$ cat src/rtl/sync_updown_counter_if.sv
`default_nettype none
// ============================================================================
//  Module      : sync_updown_counter_if
//  Description : Control/status bundle for sync_updown_counter.
//  Revision    : 1.0  initial release
// ============================================================================
interface sync_updown_counter_if #(
   parameter int WIDTH = 3
);
   logic             en;
   logic             up;
   logic             load;
   logic [WIDTH-1:0] load_val;
   logic             sat;
   logic             clr_ovf;
   logic [WIDTH-1:0] count;
   logic             tc;
   logic             ovf;
   logic             zero;

   modport master (
      output en, up, load, load_val, sat, clr_ovf,
      input  count, tc, ovf, zero
   );

   modport slave (
      input  en, up, load, load_val, sat, clr_ovf,
      output count, tc, ovf, zero
   );
endinterface
`default_nettype wire

$ cat src/rtl/sync_updown_counter.sv
`default_nettype none
// ============================================================================
//  Module      : sync_updown_counter
//  Description : Synchronous up/down counter with programmable modulus,
//                parallel load, wrap/saturate, terminal count and sticky ovf.
//  Revision    : 1.0  initial release
// ============================================================================
module sync_updown_counter #(
   parameter int WIDTH     = 3,
   parameter int MAX_COUNT = 2**WIDTH - 1,
   parameter int RST_VAL   = 0
) (
   input wire logic             clk,
   input wire logic             rst,
   sync_updown_counter_if.slave bus
);

   localparam logic [WIDTH-1:0] c_max  = WIDTH'(MAX_COUNT);
   localparam logic [WIDTH-1:0] c_rst  = WIDTH'(RST_VAL);
   localparam logic [WIDTH-1:0] c_one  = WIDTH'(1);
   localparam logic [WIDTH-1:0] c_zero = '0;

   logic [WIDTH-1:0] r_count;
   logic             r_tc;
   logic             r_ovf;

   logic [WIDTH-1:0] w_next;
   logic [WIDTH-1:0] w_load_val;
   logic             w_at_max;
   logic             w_at_zero;
   logic             w_boundary;

   // Boundaries are compared against MAX_COUNT so short moduli never roll
   // through the unused top codes.
   always_comb begin
      w_load_val = (bus.load_val > c_max) ? c_max : bus.load_val;
      w_at_max   = (r_count == c_max);
      w_at_zero  = (r_count == c_zero);
      w_boundary = 1'b0;
      w_next     = r_count;
      if (bus.load) begin
         w_next = w_load_val;
      end else if (bus.en) begin
         if (bus.up) begin
            if (w_at_max) begin
               w_boundary = 1'b1;
               w_next     = bus.sat ? c_max : c_zero;
            end else begin
               w_next = r_count + c_one;
            end
         end else begin
            if (w_at_zero) begin
               w_boundary = 1'b1;
               w_next     = bus.sat ? c_zero : c_max;
            end else begin
               w_next = r_count - c_one;
            end
         end
      end
   end

   always_ff @(posedge clk or negedge rst) begin
      if (!rst) begin
         r_count <= c_rst;
         r_tc    <= 1'b0;
         r_ovf   <= 1'b0;
      end else begin
         r_count <= w_next;
         r_tc    <= w_boundary;
         // A boundary event on the same edge as a clear leaves the flag set
         r_ovf   <= w_boundary | (r_ovf & ~bus.clr_ovf);
      end
   end

   assign bus.count = r_count;
   assign bus.tc    = r_tc;
   assign bus.ovf   = r_ovf;
   assign bus.zero  = (r_count == c_zero);

endmodule
`default_nettype wire
$ cat src/flat_wrapper.sv
// flat-port wrapper written by rule: the top's interface ports become plain ports
module sync_updown_counter_flat 
#(
   parameter int WIDTH     = 3,
   parameter int MAX_COUNT = 2**WIDTH - 1,
   parameter int RST_VAL   = 0
)
  (clk, rst, bus_en, bus_up, bus_load, bus_load_val, bus_sat, bus_clr_ovf, bus_count, bus_tc, bus_ovf, bus_zero);
  sync_updown_counter_if #(.WIDTH(WIDTH)) bus_i ();
  input wire logic clk;
  input wire logic rst;
  input wire logic [$bits(bus_i.en)-1:0] bus_en;
  input wire logic [$bits(bus_i.up)-1:0] bus_up;
  input wire logic [$bits(bus_i.load)-1:0] bus_load;
  input wire logic [$bits(bus_i.load_val)-1:0] bus_load_val;
  input wire logic [$bits(bus_i.sat)-1:0] bus_sat;
  input wire logic [$bits(bus_i.clr_ovf)-1:0] bus_clr_ovf;
  output wire logic [$bits(bus_i.count)-1:0] bus_count;
  output wire logic [$bits(bus_i.tc)-1:0] bus_tc;
  output wire logic [$bits(bus_i.ovf)-1:0] bus_ovf;
  output wire logic [$bits(bus_i.zero)-1:0] bus_zero;
  assign bus_i.en = bus_en;
  assign bus_i.up = bus_up;
  assign bus_i.load = bus_load;
  assign bus_i.load_val = bus_load_val;
  assign bus_i.sat = bus_sat;
  assign bus_i.clr_ovf = bus_clr_ovf;
  assign bus_count = bus_i.count;
  assign bus_tc = bus_i.tc;
  assign bus_ovf = bus_i.ovf;
  assign bus_zero = bus_i.zero;
  sync_updown_counter #(.WIDTH(WIDTH), .MAX_COUNT(MAX_COUNT), .RST_VAL(RST_VAL)) u_core (.clk(clk), .rst(rst), .bus(bus_i));
endmodule
$ cat config.mk
export PLATFORM = sky130hd
export DESIGN_NAME = sync_updown_counter_flat
export DESIGN_NICKNAME = d
export VERILOG_FILES = /design/src/rtl/sync_updown_counter_if.sv /design/src/rtl/sync_updown_counter.sv /design/src/flat_wrapper.sv
export SDC_FILE = /design/constraint.sdc
export NUM_CORES = 1
export LEC_CHECK = 0
export ABC_AREA = 0
export BUFFER_PORTS_ARGS = -buffer_cell sky130_fd_sc_hd__buf_2
export CORE_AREA = 2 2 39 41
export DETAILED_ROUTE_END_ITERATION = 10
export DIE_AREA = 0 0 41 43
export PLACE_DENSITY = 0.64
export SLEW_MARGIN = 25
export SYNTH_ARGS = -nofsm -noshare
export SYNTH_HDL_FRONTEND = slang
export SYNTH_SLANG_ARGS = --single-unit
$ cat constraint.sdc
create_clock -name clk -period 2.2 [get_ports clk]
set_input_delay 0.11 -clock clk [delete_from_list [all_inputs] [get_ports clk]]
set_output_delay 0.11 -clock clk [all_outputs]
set_load 0.01 [all_outputs]
==> results.py <==
metrics = {
    "power": {
        "cellPowerDensity_nw_per_um2": 632.9,
        "p_sw_w": 0.0001070,
        "p_leak_nw": 0.2766,
        "p_comb_share_pct": 33.5,
        "p_int_w": 0.0002263,
        "switching_share_pct": 32.11,
        "seqPwrFrac_pct": 34.9,
        "clock_power_share_pct": 31.6,
        "peakVddDrop_uv": 309.3,
    },
    "timing": {
        "slew_headroom_pct": 78.52,
        "grt_setup_unrepaired": "no",
        "clock.fmax_mhz": 594.1,
        "finClkSkew_ns": 0.002866,
        "tns_ns": 0,
        "finalSetupViolCount": 0,
        "fin_crit_ns": 1.683,
        "tightest_slew_ns": 0.3132,
        "hold_violations": 0,
        "min_period_over_period_pct": 76.50,
        "setup_slack_ns": 0.5169,
        "final_max_slew_viol_count": 0,
    },
    "layout": {
        "antenna_cells": 0,
        "area_growth_pct": 33.23,
        "utilization_pct": 38.07,
        "regArea_sq_um": 125.1,
        "final_area_sq_um": 526.8,
        "final_cells": 78,
        "layout.nets": 77,
        "multi_input_area_sq_um": 251.5,
        "layout-drive-gt1-share_pct": 33.87,
        "fillers": 153,
    },
    "cts": {
        "htreeDepth": 1,
        "insertion_delay_ns": 0.24,
        "clockBufferDepth": 2,
        "cts_tree": "done",
        "cts_made_buffers": 3,
        "cts.sinks": 5,
        "clk_pin_slew_ns": 0.04,
        "postCtsSetupBuffers": 0,
        "clk_root_buffer_cell": "clkbuf_4",
    },
    "min_path": {
        "worstHoldPathType": "primary input to flip-flop",
        "hold_depth": 2,
        "holdPathEnd": "u_core.bus.ovf",
        "hold_start": "bus_clr_ovf",
    },
    "synth": {
        "synth-seq-cells": 5,
        "synth_ff_type": "dfrtp_1",
        "synth_area_leaders": "dfrtp_1 32%, ha_1 13%, a211o_1 6.6%",
        "synth_top_area_share_pct": 31.65,
        "synthesis.area_sq_um": 395.4,
        "synthCells": 42,
        "synth_top_area_cell": "dfrtp_1",
        "synth-edff-count": 0,
        "synth_nets": 56,
        "ys_warn_count": 0,
        "avgSynthCellArea_sq_um": 9.414,
        "async_flop_share_pct": 100.0,
        "synth_commonest_cells": "5 x dfrtp_1, 5 x inv_1, 4 x ha_1",
        "yosysSeqAreaShare_pct": 31.65,
        "synthDistinctLibCells": 20,
    },
    "setup_path": {
        "required_ns": 2.38,
        "reg2reg_to": "u_core.bus.count[0]",
        "rrSetupSlack_ns": 0.52,
        "timing.critical_path.cells": "inv_1 -> ha_1 -> or4b_4 -> a311oi_2 -> a211o_1",
        "timing.rr.start": "u_core.bus.count[0]",
        "path_class": "flip-flop to flip-flop",
        "slowest_stage": "or4b_4",
        "cp-start-kind": "flip-flop",
        "max_stage_delay_ns": 0.49,
        "end_kind": "flip-flop",
        "worstRegToRegCells": 5,
        "cp.arrival_ns": 1.86,
        "path_max_fanout": 5,
    },
    "floorplanning": {
        "fp-row-count": 14,
        "fp.dieH_um": 43,
        "ios": 16,
        "fp.dieW_um": 41,
        "die-area_sq_um": 1763,
        "start_util_pct": 28.57,
        "coreArea_sq_um": 1384,
    },
    "routing": {
        "vias_per_cell": 4.872,
        "vias": 380,
        "wire_per_inst_um": 11.00,
        "wl_um": 858,
        "ant_nets": 0,
        "drt_iter0_drc": 1,
        "drt_first_pass_iters": 3,
        "drc": 0,
    },
    "placed_design": {
        "place.port_buffers": 15,
        "placed_area_sq_um": 490.5,
        "post-dp-hpwl_um": 718.9,
        "gp_congestion": 0.6853,
        "dp.cells": 73,
        "pre_cts_ws_ns": 0.5219,
    },
    "status": {
        "status": "finished, final reports clean",
    },
    "global_routing": {
        "grtUsageTotal_pct": 11.50,
        "grt_pass1_vias": 351,
        "grt-ovfl-total": 0,
        "grt_max_degree": 9,
        "grt_pass1_wl_um": 1380,
        "antenna_found_initial": 0,
    },
    "job": {
        "maxCapViolations": 0,
    },
}
## registers in the layout (all words and copies together) (netlist names)
name / count
u_core.bus.tc: 1
u_core.bus.ovf: 1
u_core.bus.count: 3
## routing by layer
metal / track usage [%] / wire length, um / vias to the layer above
li1: - / - / 193
met1: 15.69 / 411 / 176
met5: 0 / 0 / -
met3: 1.571 / 56 / 0
met2: 15.94 / 391 / 11
met4: 8.000 / 0 / 0
## power groups by stage
stage / clock network, W / registers (W) / logic [W]
4_1_cts: 0.000110 / 0.000116 / 0.000113
3_5_place_dp: 0 / 0.000118 / 0.000110
6_report: 0.000105 / 0.000116 / 0.000112
2_1_floorplan: 0 / 0.000120 / 0.0000663
3_3_place_gp: 0 / 0.000116 / 0.000110
5_1_grt: 0.000111 / 0.000118 / 0.000125
## area by class of cell
class | count | area share [%]
Multi-Input combinational cell | 32 | 47.74
Sequential cell | 5 | 23.75
Timing Repair Buffer | 16 | 16.15
Inverter | 5 | 3.563
Tap cell | 16 | 3.800
Clock buffer | 4 | 4.988
## layout by cell type, fill, tap and decap left out
cell	instances
or4b_4	1
mux2i_1	2
nor2b_1	2
and2_1	2
and3b_2	1
o31a_1	1
buf_2	15
a31oi_1	1
o21bai_1	1
a211o_1	3
nor2_1	3
ha_1	4
nand2b_1	3
a211oi_1	1
clkbuf_4	3
nor3_1	2
nand3_1	1
clkbuf_1	1
dfrtp_1	5
a21oi_1	2
inv_1	5
dlygate4sd3_1	1
a311oi_2	1
o22ai_1	1
## metrics by stage
| step | power [W] | hold WS (ns) |
|---|---|---|
| finish | 0.0003334 | 0.05654 |
| global placement | 0.0002265 | -0.06669 |
| CTS | 0.0003393 | 0.04868 |
| floorplan | 0.0001863 | -0.1856 |
| global route | 0.0003542 | 0.07167 |
| detailed placement | 0.0002281 | -0.06753 |
## kinds of logic after synthesis
family | count (synthesis) | share of synthesized area (%)
fa+ha+maj | 4 | 12.66
buf+inv | 5 | 4.747
mux | 2 | 5.063
flops | 5 | 31.65
compound gates | 11 | 22.16
simple gates | 15 | 23.73
## how the worst max path moves through the flow
stage	startpoint	end
after floorplan	u_core.bus.count[0]	u_core.bus.count[0]
after global placement	u_core.bus.count[0]	u_core.bus.count[0]
after detailed placement	u_core.bus.count[0]	u_core.bus.count[0]
after CTS	u_core.bus.count[0]	u_core.bus.count[0]
after global routing	u_core.bus.count[0]	u_core.bus.count[0]
final	u_core.bus.count[0]	u_core.bus.count[0]
## critical path: cells and delay by family (launching register included)
family / cells / cell delay, ns
AO/OA/AOI/OAI: 2 / 0.41
flip-flops: 1 / 0.42
buffers and inverters: 1 / 0.10
AND/OR/NAND/NOR: 1 / 0.49
adder cells (fa/ha/maj): 1 / 0.19
## repair_timing
item	4_1_cts	5_1_grt
hold buffers	1	0
hold endpoints to repair	5	0
resized for setup	0	0
endpoints found under the setup margin	0	0
No activity file was read; power rests on OpenSTA's default activity.
